**config.mk**
```make
export PLATFORM = sky130hd
export DESIGN_NAME = mem_access_unit_flat
export DESIGN_NICKNAME = d
export VERILOG_FILES = /design/src/rtl/mem_access_if.sv /design/src/rtl/mem_access_unit.sv /design/src/flat_wrapper.sv
export SDC_FILE = /design/constraint.sdc
export NUM_CORES = 1
export LEC_CHECK = 0
export BUFFER_PORTS_ARGS = -buffer_cell sky130_fd_sc_hd__buf_4
export CELL_PAD_IN_SITES_DETAIL_PLACEMENT = 0
export CELL_PAD_IN_SITES_GLOBAL_PLACEMENT = 1
export CORE_ASPECT_RATIO = 1.25
export CORE_UTILIZATION = 36
export DETAILED_ROUTE_END_ITERATION = 16
export MAX_ROUTING_LAYER = met4
export PLACE_DENSITY = 0.75
export SYNTH_ARGS = -nofsm -noshare
export SYNTH_HDL_FRONTEND = slang
export SYNTH_SLANG_ARGS = --single-unit
```
**constraint.sdc**
```tcl
create_clock -name clk -period 2.15 [get_ports clk]
set_input_delay 0.3225 -clock clk [delete_from_list [all_inputs] [get_ports clk]]
set_output_delay 0.3225 -clock clk [all_outputs]
set_load 0.03 [all_outputs]
```
**src/rtl/mem_access_if.sv**
```systemverilog
// Bundle between the MEM-stage access unit and its two neighbours.
// The pipeline side issues requests and the data memory returns read data.
interface mem_access_if #(
  parameter int MEM_WORDS_LOG2 = 11
);
  logic                      req_valid;
  logic                      req_we;
  logic [1:0]                req_size;
  logic                      req_unsigned;
  logic [31:0]               req_addr;
  logic [31:0]               req_wdata;
  logic                      stall;
  logic [31:0]               rdata;
  logic                      rdata_valid;
  logic                      addr_err;
  logic [MEM_WORDS_LOG2-1:0] dmem_addr;
  logic [31:0]               dmem_wdata;
  logic                      dmem_we;
  logic [31:0]               dmem_rdata;

  // The master is the pipeline plus the data memory around the unit.
  modport master (
    output req_valid, req_we, req_size, req_unsigned, req_addr, req_wdata,
    output dmem_rdata,
    input  stall, rdata, rdata_valid, addr_err,
    input  dmem_addr, dmem_wdata, dmem_we
  );

  modport slave (
    input  req_valid, req_we, req_size, req_unsigned, req_addr, req_wdata,
    input  dmem_rdata,
    output stall, rdata, rdata_valid, addr_err,
    output dmem_addr, dmem_wdata, dmem_we
  );
endinterface

```
**src/rtl/mem_access_unit.sv**
```systemverilog
// MEM-stage load/store controller: maps byte-addressed MIPS accesses onto a
// word-wide data memory, using a two-cycle read-modify-write for SB/SH.
module mem_access_unit #(
  parameter logic [31:0] BASE_ADDR      = 32'h10010000,
  parameter int          MEM_WORDS_LOG2 = 11
) (
  input logic         clk,
  input logic         rst_n,
  mem_access_if.slave bus
);

  localparam logic [32:0] RANGE_BYTES = 33'd4 << MEM_WORDS_LOG2;

  localparam logic [1:0] SIZE_BYTE = 2'b00;
  localparam logic [1:0] SIZE_HALF = 2'b01;
  localparam logic [1:0] SIZE_WORD = 2'b10;

  typedef enum logic {IDLE, RMW_WRITE} state_t;

  state_t                    state;
  logic [31:0]               merge_word;
  logic [MEM_WORDS_LOG2-1:0] merge_idx;

  logic [31:0]               off;
  logic                      req_err;
  logic [MEM_WORDS_LOG2-1:0] idx;
  logic [1:0]                lane;
  logic [7:0]                byte_sel;
  logic [15:0]               half_sel;
  logic [31:0]               load_val;
  logic [31:0]               merge_next;

  // Request decode: offset into the memory window and legality.
  always_comb begin
    off     = bus.req_addr - BASE_ADDR;
    lane    = off[1:0];
    idx     = off[MEM_WORDS_LOG2+1:2];
    req_err = ({1'b0, off} >= RANGE_BYTES)
           || (bus.req_size == 2'b11)
           || (bus.req_size == SIZE_HALF && off[0])
           || (bus.req_size == SIZE_WORD && off[1:0] != 2'b00);
  end

  // Lane extraction for loads and lane insertion for sub-word stores.
  always_comb begin
    // NOTE: every always_comb output gets a default first so no path can
    // leave it unassigned and infer a latch.
    byte_sel   = bus.dmem_rdata[{lane, 3'b000} +: 8];
    half_sel   = bus.dmem_rdata[{lane[1], 4'b0000} +: 16];
    load_val   = bus.dmem_rdata;
    merge_next = bus.dmem_rdata;
    case (bus.req_size)
      SIZE_BYTE: begin
        load_val = bus.req_unsigned ? {24'd0, byte_sel}
                                    : {{24{byte_sel[7]}}, byte_sel};
        merge_next[{lane, 3'b000} +: 8] = bus.req_wdata[7:0];
      end
      SIZE_HALF: begin
        load_val = bus.req_unsigned ? {16'd0, half_sel}
                                    : {{16{half_sel[15]}}, half_sel};
        merge_next[{lane[1], 4'b0000} +: 16] = bus.req_wdata[15:0];
      end
      default: ;
    endcase
  end

  // Memory drive: request-driven in IDLE, register-driven in RMW_WRITE so the
  // write is stable across the falling commit edge.
  always_comb begin
    bus.dmem_addr  = idx;
    bus.dmem_wdata = bus.req_wdata;
    bus.dmem_we    = 1'b0;
    bus.stall      = 1'b0;
    if (state == RMW_WRITE) begin
      bus.dmem_addr  = merge_idx;
      bus.dmem_wdata = merge_word;
      bus.dmem_we    = 1'b1;
    end else if (bus.req_valid && !req_err && bus.req_we) begin
      if (bus.req_size == SIZE_WORD) bus.dmem_we = 1'b1;
      else                           bus.stall   = 1'b1;
    end
  end

  // NOTE: sequential state uses non-blocking assignments only, so every
  // register samples the pre-edge values regardless of statement order.
  always_ff @(posedge clk or negedge rst_n) begin
    if (!rst_n) begin
      state           <= IDLE;
      bus.rdata       <= '0;
      bus.rdata_valid <= 1'b0;
      bus.addr_err    <= 1'b0;
      merge_word      <= '0;
      merge_idx       <= '0;
    end else begin
      bus.rdata_valid <= 1'b0;
      bus.addr_err    <= 1'b0;
      case (state)
        IDLE: begin
          if (bus.req_valid) begin
            if (req_err) begin
              bus.addr_err <= 1'b1;
            end else if (!bus.req_we) begin
              bus.rdata       <= load_val;
              bus.rdata_valid <= 1'b1;
            end else if (bus.req_size != SIZE_WORD) begin
              merge_word <= merge_next;
              merge_idx  <= idx;
              state      <= RMW_WRITE;
            end
          end
        end
        RMW_WRITE: state <= IDLE;
        default:   state <= IDLE;
      endcase
    end
  end

endmodule

```
**src/flat_wrapper.sv**
```systemverilog
// flat-port wrapper written by rule: the top's interface ports become plain ports
module mem_access_unit_flat 
#(
  parameter logic [31:0] BASE_ADDR      = 32'h10010000,
  parameter int          MEM_WORDS_LOG2 = 11
)
  (clk, rst_n, bus_req_valid, bus_req_we, bus_req_size, bus_req_unsigned, bus_req_addr, bus_req_wdata, bus_dmem_rdata, bus_stall, bus_rdata, bus_rdata_valid, bus_addr_err, bus_dmem_addr, bus_dmem_wdata, bus_dmem_we);
  mem_access_if #(.MEM_WORDS_LOG2(MEM_WORDS_LOG2)) bus_i ();
  input logic clk;
  input logic rst_n;
  input wire logic [$bits(bus_i.req_valid)-1:0] bus_req_valid;
  input wire logic [$bits(bus_i.req_we)-1:0] bus_req_we;
  input wire logic [$bits(bus_i.req_size)-1:0] bus_req_size;
  input wire logic [$bits(bus_i.req_unsigned)-1:0] bus_req_unsigned;
  input wire logic [$bits(bus_i.req_addr)-1:0] bus_req_addr;
  input wire logic [$bits(bus_i.req_wdata)-1:0] bus_req_wdata;
  input wire logic [$bits(bus_i.dmem_rdata)-1:0] bus_dmem_rdata;
  output wire logic [$bits(bus_i.stall)-1:0] bus_stall;
  output wire logic [$bits(bus_i.rdata)-1:0] bus_rdata;
  output wire logic [$bits(bus_i.rdata_valid)-1:0] bus_rdata_valid;
  output wire logic [$bits(bus_i.addr_err)-1:0] bus_addr_err;
  output wire logic [$bits(bus_i.dmem_addr)-1:0] bus_dmem_addr;
  output wire logic [$bits(bus_i.dmem_wdata)-1:0] bus_dmem_wdata;
  output wire logic [$bits(bus_i.dmem_we)-1:0] bus_dmem_we;
  assign bus_i.req_valid = bus_req_valid;
  assign bus_i.req_we = bus_req_we;
  assign bus_i.req_size = bus_req_size;
  assign bus_i.req_unsigned = bus_req_unsigned;
  assign bus_i.req_addr = bus_req_addr;
  assign bus_i.req_wdata = bus_req_wdata;
  assign bus_i.dmem_rdata = bus_dmem_rdata;
  assign bus_stall = bus_i.stall;
  assign bus_rdata = bus_i.rdata;
  assign bus_rdata_valid = bus_i.rdata_valid;
  assign bus_addr_err = bus_i.addr_err;
  assign bus_dmem_addr = bus_i.dmem_addr;
  assign bus_dmem_wdata = bus_i.dmem_wdata;
  assign bus_dmem_we = bus_i.dmem_we;
  mem_access_unit #(.BASE_ADDR(BASE_ADDR), .MEM_WORDS_LOG2(MEM_WORDS_LOG2)) u_core (.clk(clk), .rst_n(rst_n), .bus(bus_i));
endmodule
```
==> run metrics, run 1 <==
Post-Syn Nets=607; Critical Path AT=2300 ps; final hold violations=0; share of cells above drive strength 1=0.547; cts bufs inserted=9; mux share of post-synthesis cell area=0.289; Clk Latency, worst-skew pair=340 ps; Overflow after GRT=0; WL final=18300 um; most frequent cells in the layout=buf_4, mux2_2, dfrtp_1; Synth Warn #=0; final instance area=between 7000 and 8000 um2; Port Buf Inserts=181; CP startpoint kind=register; reg2reg setup slack=around 69 ps; Ports=182; antenna violations before repair=0; HP Start=bus_req_addr[3]; largest family of logic cells by synthesized area=multiplexers; crit-path max FO=14; Critical Path Sink Type=register; clock buffer depth=2; Crit Reg-Reg Endpoint=u_core.merge_word[24]$_DFFE_PN0P_; TritonCTS clock tree=built; CTS Sinks=78; Yosys cell types=57; clock slew at reported path FFs=60 ps; vias in the first global route=roughly 5000; predominant post-synthesis flop cell=dfrtp_1; Nets=782; Post-Synth Adder-Cell Area=0.0112; first-pass GRT wire length=approximately 28000 um; cell area after synthesis=between 5000 and 6000 um2; RSZ-0062 raised after global routing=no; flops & latches, synth=78; Peak VDD IR=0.000318 V; DIE AREA=16000 um2; fill cell count=1418; Routed WL per cell=20.7 um; commonest non-fill, non-tap cell in the layout=buf_4; r2r worst-path depth=6; Worst Hold Class=in -> reg; # setup viols final=0; Initial Util=0.370; final setup TNS=0 ps; Core ar.=15100 um2; largest net degree at the start of global routing=54; final antenna-violating net count=0; DIE HEIGHT=141 um; antenna cells=0; hold path depth=2; power per cell area=490 nW/um2; Worst Max-Slew Pin Slew=1020 ps; DR pass1 iterations=5; CP required=2370 ps; DRC viols=0; Total GRT Usage=0.240; Final min period=between 2000 and 2500 ps; max-slew violation count=0; EDFF count, synth=0; Placement Rows=50; syn avg cell area=~11 um2; clk root buf=clkbuf_16; DR iter-0 viols=328; skew final=6.23 ps; fin crit share=0.968; Post-DP HPWL=13800 um; Layout area overhead=35.8%; relative slew slack=0.317; DR vias/cell=5.62; MaxCap Viol Count=0; Synth Area in Compound Gates=0.150; fmax=~0.48 GHz; Hold Path End=u_core.merge_idx[1]$_DFFE_PN0P_; P_leak=about 3.5 nW; CP Class=reg -> reg; worst r2r src=u_core.state$_DFF_PN0_; synthesized instance count=499; Post-Synth Simple-Gate Area=0.142; dpl cell area=7280 um2; vias=4982; post-synthesis async set-or-reset flop share=1.00; routability cong.=0.960; XOR/XNOR Fraction of Synth Area=0.00314; H-tree levels=3; sequential share of the synthesized area=0.350; die extent in x=113 um; status=complete, no violations
-- per-stage QoR --
stage	power (mW)	setup slack [ps]	cells	hold slack [ps]	utilization
global placement	2.36	-25.6	868	280	0.483
CTS	3.75	12.5	885	208	0.502
global route	3.89	16.8	886	202	0.502
floorplan	1.94	-39.2	499	26.9	-
detailed placement	2.37	-60.7	868	301	0.483
finish	3.71	68.7	886	222	0.502
-- kinds of logic after synthesis --
kind of cell | Yosys count
buffers and inverters | 60
adders and majority gates | 5
AOI/OAI and AO/OA | 107
DFF | 78
muxes | 130
and+or+nand+nor | 117
xor gates and xnor gates | 2
-- critical path, cell delays in order, from the launching register on --
cell      delay (ps)
dfrtp_2          410
nand2b_4         150
or3b_4           410
nor4_4           320
buf_12           190
buf_12           170
mux2_4           310
-- routing by layer --
layer	part of all wire	track usage
met5	0	-
met3	0.053	0.0370
met1	0.41	0.290
met4	0.019	0.0776
met2	0.52	0.410
-- cell type report --
class                           instances  area (um2)  share of cell area
Clock buffer                            9         225              0.0297
Clock inverter                          6        38.8             0.00512
Inverter                               11        43.8             0.00578
Multi-Input combinational cell        361        3350               0.442
Sequential cell                        78        1950               0.258
Tap cell                              208         260              0.0344
Timing Repair Buffer                  213        1710               0.225
-- synthesized netlist by cell type (all sizes together), types with 3 or more instances --
cell,count,area [um2]
nor4,6,67.6
nor4b,10,100
nand2,27,101
inv,11,41.3
or2,3,18.8
dfrtp,78,1950
o21ai,22,110
ha,5,62.6
o32ai,6,52.6
buf,23,166
a31oi,7,43.8
a221o,21,210
mux2,118,1480
a221oi,15,131
nor2b,6,45.0
nor3,3,15.0
or3b,9,81.3
nor2,16,60.1
o2bb2ai,8,70.1
and3b,3,26.3
nor3b,24,185
mux2i,11,110
clkbuf,26,97.6
o211ai,3,22.5
o22ai,7,43.8
a22oi,8,60.1
-- where the power goes --
part	switching [mW]	total, mW	internal, mW
Clock	0.596	1.37	0.771
Sequential	0.000269	1.47	1.47
Combinational	0.484	0.877	0.394
-- registers in the layout, indices dropped and copies added (netlist names) --
register,flops
u_core.bus.rdata,32
u_core.merge_word,32
u_core.merge_idx,11
u_core.bus.addr_err,1
u_core.bus.rdata_valid,1
u_core.state,1
-- how the worst max path moves through the flow --
stage                           startpoint                           endpoint  slack [ps]
detailed placement        bus_req_addr[19]  u_core.merge_word[24]$_DFFE_PN0P_         -60
global placement          bus_req_addr[19]  u_core.merge_word[14]$_DFFE_PN0P_         -30
finish              u_core.state$_DFF_PN0_  u_core.merge_word[24]$_DFFE_PN0P_          70
CTS                       bus_req_addr[19]                        bus_dmem_we          10
global route        u_core.state$_DFF_PN0_  u_core.merge_word[24]$_DFFE_PN0P_          20
floorplan                  bus_req_addr[0]    u_core.merge_idx[0]$_DFFE_PN0P_         -40
-- timing repair --
item	4_1_cts	5_1_grt
buffers inserted	1	1
pin swaps	1	1
hold buffers	1	0
hold endpoints to repair	31	0
resized for setup	1	0
setup endpoints to repair	2	1
Note: power is estimated with default switching activity, not from simulation.
==> inputs of run 2 (changes only) <==
- MAX_ROUTING_LAYER: met4 -> unset
==> run metrics, run 2 (same netlist as run 1, synthesis figures left out) <==
WL final=~18000 um; Worst Max-Slew Pin Slew=1030 ps; cts bufs inserted=9; routability cong.=between 0.9 and 1; CP required=2370 ps; Crit-path slowest cell=dfrtp_2; CTS Sinks=78; Finished Core Util=0.503; MaxCap Viol Count=0; CP Class=reg -> reg; most frequent cells in the layout=buf_4, mux2_2, dfrtp_1; power per cell area=514 nW/um2; Critical Path AT=2330 ps; max-slew violation count=0; antenna cells=0; Placement Rows=50; final hold violations=0; clk root buf=clkbuf_16; Total GRT Usage=0.232; Crit. Startpoint=u_core.state$_DFF_PN0_; clock slew at reported path FFs=around 60 ps; skew final=8.08 ps; fmax=0.474 GHz; commonest non-fill, non-tap cell in the layout=buf_4; clock buffer depth=2; DR pass1 iterations=6; worst setup margin=40.3 ps; pre-CTS WS=-102 ps; DIE HEIGHT=about 140 um; final setup TNS=0 ps; worst r2r src=u_core.state$_DFF_PN0_; Regs by FF count=u_core.bus.rdata: 32 flops, u_core.merge_word: 32 flops, u_core.merge_idx: 11 flops; Crit Reg-Reg Endpoint=u_core.merge_word[1]$_DFFE_PN0P_; RSZ-0062 raised after global routing=yes; Ports=182; Worst Hold Class=in -> reg; Critical Path Sink Type=register; status=complete, no violations; antenna violations before repair=0; reg2reg setup slack=40 ps; Initial Util=0.370; Nets=between 700 and 800; DR vias/cell=5.57; DR iter-0 viols=267; Critical Path Max Stage Delay=410 ps; H-tree levels=3; first-pass GRT wire length=28300 um; fin crit share=0.981; r2r worst-path depth=5; CP startpoint kind=register; Post-DP HPWL=roughly 14000 um; final antenna-violating net count=0; Port Buf Inserts=around 180; Routed WL per cell=between 20 and 25 um; die extent in x=around 110 um; largest net degree at the start of global routing=54; Final min period=2110 ps; Setup crit end=u_core.merge_word[1]$_DFFE_PN0P_; # setup viols final=0; TritonCTS clock tree=built; share of cells above drive strength 1=0.543; DRC viols=0; Layout area overhead=35.9%; Core ar.=15100 um2; vias=4915; relative slew slack=0.306; crit-path max FO=15; Cell Chain, Critical Path=nand2b_4 > or3b_4 > nor4_4 > buf_4 > mux2_2; DIE AREA=16000 um2; Clk Latency, worst-skew pair=about 340 ps; P_leak=3.55 nW; Overflow after GRT=0; Peak VDD IR=0.000440 V; vias in the first global route=4988
run 2: changes by cell type in the layout (fill, tap and decap cells not counted), sizes merged:
cell | before | now
inv | 12 | 13
buf | 212 | 207
clkbuf | 9 | 10
bufinv | 0 | 1
clkinv | 3 | 2
clkinvlp | 2 | 1
run 2: area by class of cell:
cell class,count,area (um2)
multi-input cells,361,3350
inverters,11,43.8
clock inverters,6,68.8
repair buffers,208,1680
flip-flops and latches,78,1950
well taps,208,260
fillers,1425,7490
clock buffers,10,229
run 2: worst min-delay path by stage:
stage	from	endpoint	slack, ps	depth (start not counted)
after detailed placement	rst_n	u_core.merge_idx[9]$_DFFE_PN0P_	300	1
after floorplan	rst_n	u_core.bus.addr_err$_DFF_PN0_	30	0
after global routing	bus_req_addr[3]	u_core.merge_idx[1]$_DFFE_PN0P_	220	2
final	bus_req_addr[12]	u_core.merge_idx[10]$_DFFE_PN0P_	230	2
after CTS	bus_req_addr[2]	u_core.merge_idx[0]$_DFFE_PN0P_	210	2
after global placement	rst_n	u_core.merge_idx[9]$_DFFE_PN0P_	280	1
run 2: metrics by stage:
stage	cells	power, mW	hold slack (ps)	area, um2
2_1_floorplan	499	1.94	26.9	5620
3_3_place_gp	862	2.36	280	7250
3_5_place_dp	862	2.37	300	7250
4_1_cts	880	3.93	210	7570
5_1_grt	882	4.05	217	7580
6_report	882	3.90	225	7580
run 2: what timing repair did:
item	CTS	global route
hold buffers	1	0
resized for setup	1	0
endpoints found under the setup margin	14	4
pin swaps	1	1
hold endpoints to repair	31	0
setup buffers	1	2
run 2: worst max-delay path: cells and delay by family (launching register included):
kind	cells	cell delay [ps]
buffers and inverters	1	350
flip-flops	1	410
multiplexers	1	380
AND/OR/NAND/NOR	3	860
run 2: metal layers:
layer | vias to the layer above | share of wire | track usage
met4 | 0 | 0.021 | 0.0720
li1 | 2265 | - | -
met2 | 210 | 0.52 | 0.409
met1 | 2413 | 0.40 | 0.290
met5 | - | 0 | 0
met3 | 27 | 0.053 | 0.0348
run 2: power breakdown:
| part | leakage (nW) | switching (mW) | internal, mW | total (mW) |
|---|---|---|---|---|
| logic | 2.32 | 0.486 | 0.395 | 0.882 |
| registers | 1.09 | 0.000315 | 1.47 | 1.47 |
| clock network | 0.143 | 0.641 | 0.908 | 1.55 |
